File: src/rtl/sd_photo_slideshow_ctrl.sv
// sd_photo_slideshow_ctrl: streams PHOTO_NUM SD sector runs into the SDRAM frame buffer, holding each image on screen.
// Define SLIDESHOW_KEY_EN to let a next_photo pulse cut the hold short.
module sd_photo_slideshow_ctrl #(
    parameter int unsigned SEC_PER_PHOTO = 1200,
    parameter int unsigned PHOTO_NUM     = 4,
    parameter logic [31:0] BASE_SEC      = 32'd16640,
    parameter logic [31:0] PHOTO_STRIDE  = 32'd1200,
    parameter int unsigned HOLD_CYCLES   = 150_000_000
) (
    input  logic        clk,
    input  logic        rst,
    input  logic        init_done,
    input  logic        rd_busy,
    input  logic        next_photo,
    output logic        rd_start_en,
    output logic [31:0] rd_sec_addr,
    output logic        wr_load,
    output logic [7:0]  photo_idx,
    output logic        photo_done
);
    typedef enum logic [2:0] {IDLE, LOAD, ISSUE, WAIT_H, WAIT_L, HOLD} state_t;
    state_t state_q, state_d;
    logic [31:0] sec_cnt_q, sec_cnt_d, hold_cnt_q, hold_cnt_d;
    logic [31:0] photo_base_q, photo_base_d, rd_sec_addr_q, rd_sec_addr_d;
    logic [7:0]  photo_idx_q, photo_idx_d;
    logic        busy_prev_q, rd_start_en_q, rd_start_en_d, wr_load_q, wr_load_d;
    logic        photo_done_q, photo_done_d, key, advance, last_photo;

`ifdef SLIDESHOW_KEY_EN
    assign key = next_photo;
`else
    logic key_unused;
    assign key_unused = next_photo;
    assign key = 1'b0;
`endif

    assign last_photo = photo_idx_q == 8'(PHOTO_NUM - 1);
    // A single image never needs re-fetching, so HOLD becomes terminal
    assign advance = (PHOTO_NUM > 1) && (hold_cnt_q == HOLD_CYCLES - 1 || key);

    always_comb begin
        state_d      = state_q;
        sec_cnt_d    = sec_cnt_q;
        hold_cnt_d   = hold_cnt_q;
        photo_base_d = photo_base_q;
        photo_idx_d  = photo_idx_q;
        photo_done_d = 1'b0;
        case (state_q)
            IDLE:   state_d = LOAD;
            LOAD: begin
                sec_cnt_d = '0;
                state_d   = ISSUE;
            end
            ISSUE:  state_d = WAIT_H;
            // Edge-qualified so a busy level left over from before the request is not mistaken for the ack
            WAIT_H: state_d = (rd_busy && !busy_prev_q) ? WAIT_L : WAIT_H;
            WAIT_L: begin
                if (!rd_busy && sec_cnt_q == SEC_PER_PHOTO - 1) begin
                    photo_done_d = 1'b1;
                    hold_cnt_d   = '0;
                    state_d      = HOLD;
                end else if (!rd_busy) begin
                    sec_cnt_d = sec_cnt_q + 1;
                    state_d   = ISSUE;
                end
            end
            HOLD: begin
                hold_cnt_d = hold_cnt_q + 1;
                if (advance) begin
                    photo_idx_d  = last_photo ? 8'd0 : photo_idx_q + 8'd1;
                    photo_base_d = last_photo ? BASE_SEC : photo_base_q + PHOTO_STRIDE;
                    state_d      = LOAD;
                end
            end
            default: state_d = IDLE;
        endcase
        if (!init_done) begin
            state_d      = IDLE;
            photo_done_d = 1'b0;
            photo_idx_d  = photo_idx_q;
            photo_base_d = photo_base_q;
        end
        wr_load_d     = state_d == LOAD;
        rd_start_en_d = state_d == ISSUE;
        rd_sec_addr_d = rd_start_en_d ? photo_base_q + sec_cnt_d : rd_sec_addr_q;
    end

    always_ff @(posedge clk) begin
        if (rst) begin
            state_q       <= IDLE;
            sec_cnt_q     <= '0;
            hold_cnt_q    <= '0;
            photo_base_q  <= BASE_SEC;
            photo_idx_q   <= '0;
            rd_sec_addr_q <= '0;
            rd_start_en_q <= 1'b0;
            wr_load_q     <= 1'b0;
            photo_done_q  <= 1'b0;
            busy_prev_q   <= 1'b0;
        end else begin
            state_q       <= state_d;
            sec_cnt_q     <= sec_cnt_d;
            hold_cnt_q    <= hold_cnt_d;
            photo_base_q  <= photo_base_d;
            photo_idx_q   <= photo_idx_d;
            rd_sec_addr_q <= rd_sec_addr_d;
            rd_start_en_q <= rd_start_en_d;
            wr_load_q     <= wr_load_d;
            photo_done_q  <= photo_done_d;
            busy_prev_q   <= rd_busy;
        end
    end

    assign rd_start_en = rd_start_en_q;
    assign rd_sec_addr = rd_sec_addr_q;
    assign wr_load     = wr_load_q;
    assign photo_idx   = photo_idx_q;
    assign photo_done  = photo_done_q;
endmodule
File: config.mk
export PLATFORM = sky130hd
export DESIGN_NAME = sd_photo_slideshow_ctrl
export DESIGN_NICKNAME = d
export VERILOG_FILES = /design/src/rtl/sd_photo_slideshow_ctrl.sv
export SDC_FILE = /design/constraint.sdc
export NUM_CORES = 1
export LEC_CHECK = 0
export ABC_AREA = 1
export BUFFER_PORTS_ARGS = -buffer_cell sky130_fd_sc_hd__buf_2
export CAP_MARGIN = 20
export CORE_MARGIN = 4
export CORE_UTILIZATION = 50
export DETAILED_ROUTE_END_ITERATION = 6
export GPL_TIMING_DRIVEN = 0
export HOLD_SLACK_MARGIN = 0.1
export PLACE_DENSITY = 0.75
export SETUP_SLACK_MARGIN = 0.4
export SKIP_CTS_REPAIR_TIMING = 1
export SLEW_MARGIN = 5
export SYNTH_ARGS = -nofsm -noshare
export SYNTH_HDL_FRONTEND = slang
export SYNTH_SLANG_ARGS = --single-unit
export TNS_END_PERCENT = 20
File: constraint.sdc
create_clock -name clk -period 3.7 [get_ports clk]
set_clock_uncertainty 0.05 [all_clocks]
set_input_delay 0.74 -clock clk [delete_from_list [all_inputs] [get_ports clk]]
set_output_delay 0.74 -clock clk [all_outputs]
set_load 0.01 [all_outputs]
==> impl_metrics.ini <==
[routing]
top_layer = met4
dr.pass1.iters = 6
wl_met1_um = 12100
wl_per_cell_um = 16.6
ant_nets = 0
dr.first_iter.drc_count = 853
drt_drc_violations_left = 0
dr_wl_met2_um = 13400
wl_um = 28000
vias = 9582
vias_per_cell = 5.68
dr_wl_met3_um = 1560

[synthesis]
synth_area_um2 = 8940
async_reset_ff_share_pct = 0
ys_types = 57
seq_area_frac_synth_pct = 31.1
synth_edf_count = 0
syn_nets = 1407
syn_area_per_cell_um2 = 6.52
yosysTopAreaCellShare_pct = 31.1
ys_top_cells_by_area = dfxtp_1, nand2_1, inv_1
syn_inst = 1370
yosys.area.top_type = dfxtp_1
ys_ff_latch = 139
synth_ff_type = dfxtp_1
yosysWarnings = 0

[timing]
hold_slack_ns = 0.426
hold_viol = 0
fmax_ghz = 0.286
fin_crit_sh_pct = 94.4
worst_pin_slew_ns = 0.858
rsz0062_at_grt = yes
relSlewSlack_pct = 42.3
setup_viol_count_final = 0
slew_viol_final = 0
post-route-min-period_ns = 3.49

[floorplanning]
ios = 48
die_w_um = 142
start_util_pct = 51.3
placementRows = 48
dieHeight_um = 142
core_region_area_um2 = 17400
dieArea_um2 = 20100

[power_and_ir_drop]
seqPwrFrac_pct = 44.6
p_total_mw = 3.40
p_leak_nw = 4.14
combPwrFrac_pct = 4.3
p_clk_share_pct = 51.1
switchingPower_mw = 0.850
swShare_pct = 25.0
irDropWorstVdd_uv = 341
power_density_nw_per_um2 = 316
p_int_mw = 2.55

[worst_hold_path]
hold_class = flip-flop to flip-flop
holdCritStartpoint = photo_idx[7]

[cts]
cts.clk_slew.worst_paths_ns = 0.07
clock_latency_ns = 0.43
numCtsBuffers = 17
cts_sinks = 139
root_buffer = clkbuf_16
htreeDepth = 4
cts_buffer_depth = 2
cts_tree = done

[setup_path]
slowest_delay_ns = 0.42
start_kind = flip-flop
required_ns = 3.99
critPathTopFamily = simple AND/OR/NAND/NOR gates
critPathLaunch = sec_cnt_q[25]
r2r_start = sec_cnt_q[25]
cp_slowest_cell = dfxtp_1
critPathMostFrequentCell = nand2_4
path_buf_inv = 6
crit_type = flip-flop to flip-flop
crit_path_max_fanout = 6
end_kind = flip-flop
critPathArrivalTime_ns = 3.78

[flow_run]
drv_cap = 0

[global_route]
overflow = 0
grt_pass1_vias = 8643
grt_max_degree = 17
antenna_found_initial = 0
track_usage_pct = 26.7
grt_pass1_wl_um = 43000

[placement]
hpwlAfterDp_um = 20800
placed_area_um2 = 9440
port_buffers = 45
place_congestion = 0.990

[finish]
nNetsFinal = 1486
finish.instance_area_um2 = 10800
final_util_pct = 61.8
syn2layout_area_growth_pct = 20.4
antennaDiodeCount = 0
drive_gt1_share_pct = 19.2

[outcome]
status = finished, final reports clean
[logic make-up after synthesis]
family                     count (synthesis)  synth area share [%]
AOI/OAI and AO/OA                        252                  15.9
xor gates and xnor gates                  37                  3.63
adders and majority gates                 32                  4.48
buffers and inverters                    231                  10.0
DFF                                      139                  31.1
other                                      1                0.0420
and+or+nand+nor                          678                  34.9
[metal layers]
metal,up-vias,track usage (%)
li1,4745,-
met1,4450,34.1
met2,310,44.5
met3,77,5.63
met4,0,9.85
met5,-,0
[Yosys cell counts, types with 2 or more instances]
library cell / n
a211oi_1: 10
a211oi_2: 2
a21o_1: 6
a21oi_1: 115
a221oi_1: 3
a31oi_1: 10
and3_1: 7
buf_2: 5
buf_6: 2
clkbuf_1: 22
clkinv_1: 3
dfxtp_1: 139
ha_1: 32
inv_1: 187
inv_2: 10
nand2_1: 240
nand2_2: 6
nand3_1: 71
nand3_2: 2
nand3b_1: 4
nand4_1: 28
nor2_1: 173
nor2_2: 13
nor2_4: 2
nor3_1: 81
nor3_2: 7
nor4_1: 32
o211ai_1: 4
o21a_1: 4
o21ai_0: 80
o21ai_1: 2
o21bai_1: 3
o31ai_1: 3
o41ai_1: 2
or2_2: 2
or4_1: 2
xnor2_1: 13
xor2_1: 24
[worst register-to-register path, delay by kind of cell, from the launching register on]
family          cells  cell delay (ns)
simple gates       16             1.50
compound gates      3             0.49
buf+inv             6             0.47
flops               1             0.42
fa+ha+maj           1             0.32
xor+xnor            1             0.16
[cell usage in the layout (no fill, tap or decap), types with 5 or more instances in the layout]
master | Yosys | layout
ha_2 | 0 | 6
dfxtp_2 | 0 | 17
nand4_1 | 28 | 28
nor2_1 | 173 | 157
buf_2 | 5 | 50
nand2_2 | 6 | 13
inv_2 | 10 | 15
xor2_1 | 24 | 24
buf_4 | 1 | 16
a21o_1 | 6 | 6
ha_4 | 0 | 9
ha_1 | 32 | 17
inv_1 | 187 | 180
and3_1 | 7 | 6
nand3_1 | 71 | 67
clkbuf_16 | 0 | 17
nor2_4 | 2 | 7
a211oi_1 | 10 | 10
o21ai_1 | 2 | 8
inv_6 | 0 | 7
nand3_2 | 2 | 5
a31oi_1 | 10 | 9
dfxtp_1 | 139 | 121
nor4_1 | 32 | 30
nor2_2 | 13 | 24
nand2_4 | 1 | 5
nor3_2 | 7 | 26
xnor2_1 | 13 | 13
a21oi_1 | 115 | 94
nor3_4 | 1 | 8
clkbuf_1 | 22 | 19
o21ai_0 | 80 | 71
a21oi_2 | 0 | 21
nor3_1 | 81 | 55
nand2_1 | 240 | 229
[flip-flops by register name (all words and copies together) (netlist names), 3 cells and up]
signal / cells
photo_base_q: 28
hold_cnt_q: 32
rd_sec_addr: 32
state_q: 3
photo_idx: 8
sec_cnt_q: 32
[layout make-up]
cell class / count / area (um^2)
Fill cell: 1593 / 6660
Multi-Input combinational cell: 1000 / 5840
Sequential cell: 139 / 2810
Inverter: 200 / 758
Clock buffer: 17 / 425
Timing Repair Buffer: 60 / 338
Tap cell: 225 / 282
Clock inverter: 15 / 163
Buffer: 31 / 149
[final timing paths]
path	to	slack (ns)	depth (start not counted)
worst max-delay path	rd_sec_addr[31]	0.21	27
worst min-delay path	photo_idx[7]	0.43	1
worst max register to register	rd_sec_addr[31]	0.21	27
worst min register to register	photo_idx[7]	0.43	1
[through the flow]
stage          setup WS [ns]  setup TNS, ns  cells
6_report               0.206              0   1687
5_1_grt              -0.0559        -0.0559   1687
4_1_cts               -0.505          -5.35   1672
3_5_place_dp          -0.528          -6.17   1640
3_3_place_gp          -0.547          -6.53   1640
2_1_floorplan          0.409              0   1370
[power groups by stage]
stage	clock network [mW]	registers, mW	logic, mW
after global placement	0	1.55	0.128
after CTS	1.74	1.52	0.130
after floorplan	0	1.55	0.0736
after global routing	1.82	1.52	0.157
final	1.74	1.52	0.145
after detailed placement	0	1.55	0.129
No activity file was read; power rests on OpenSTA's default activity.
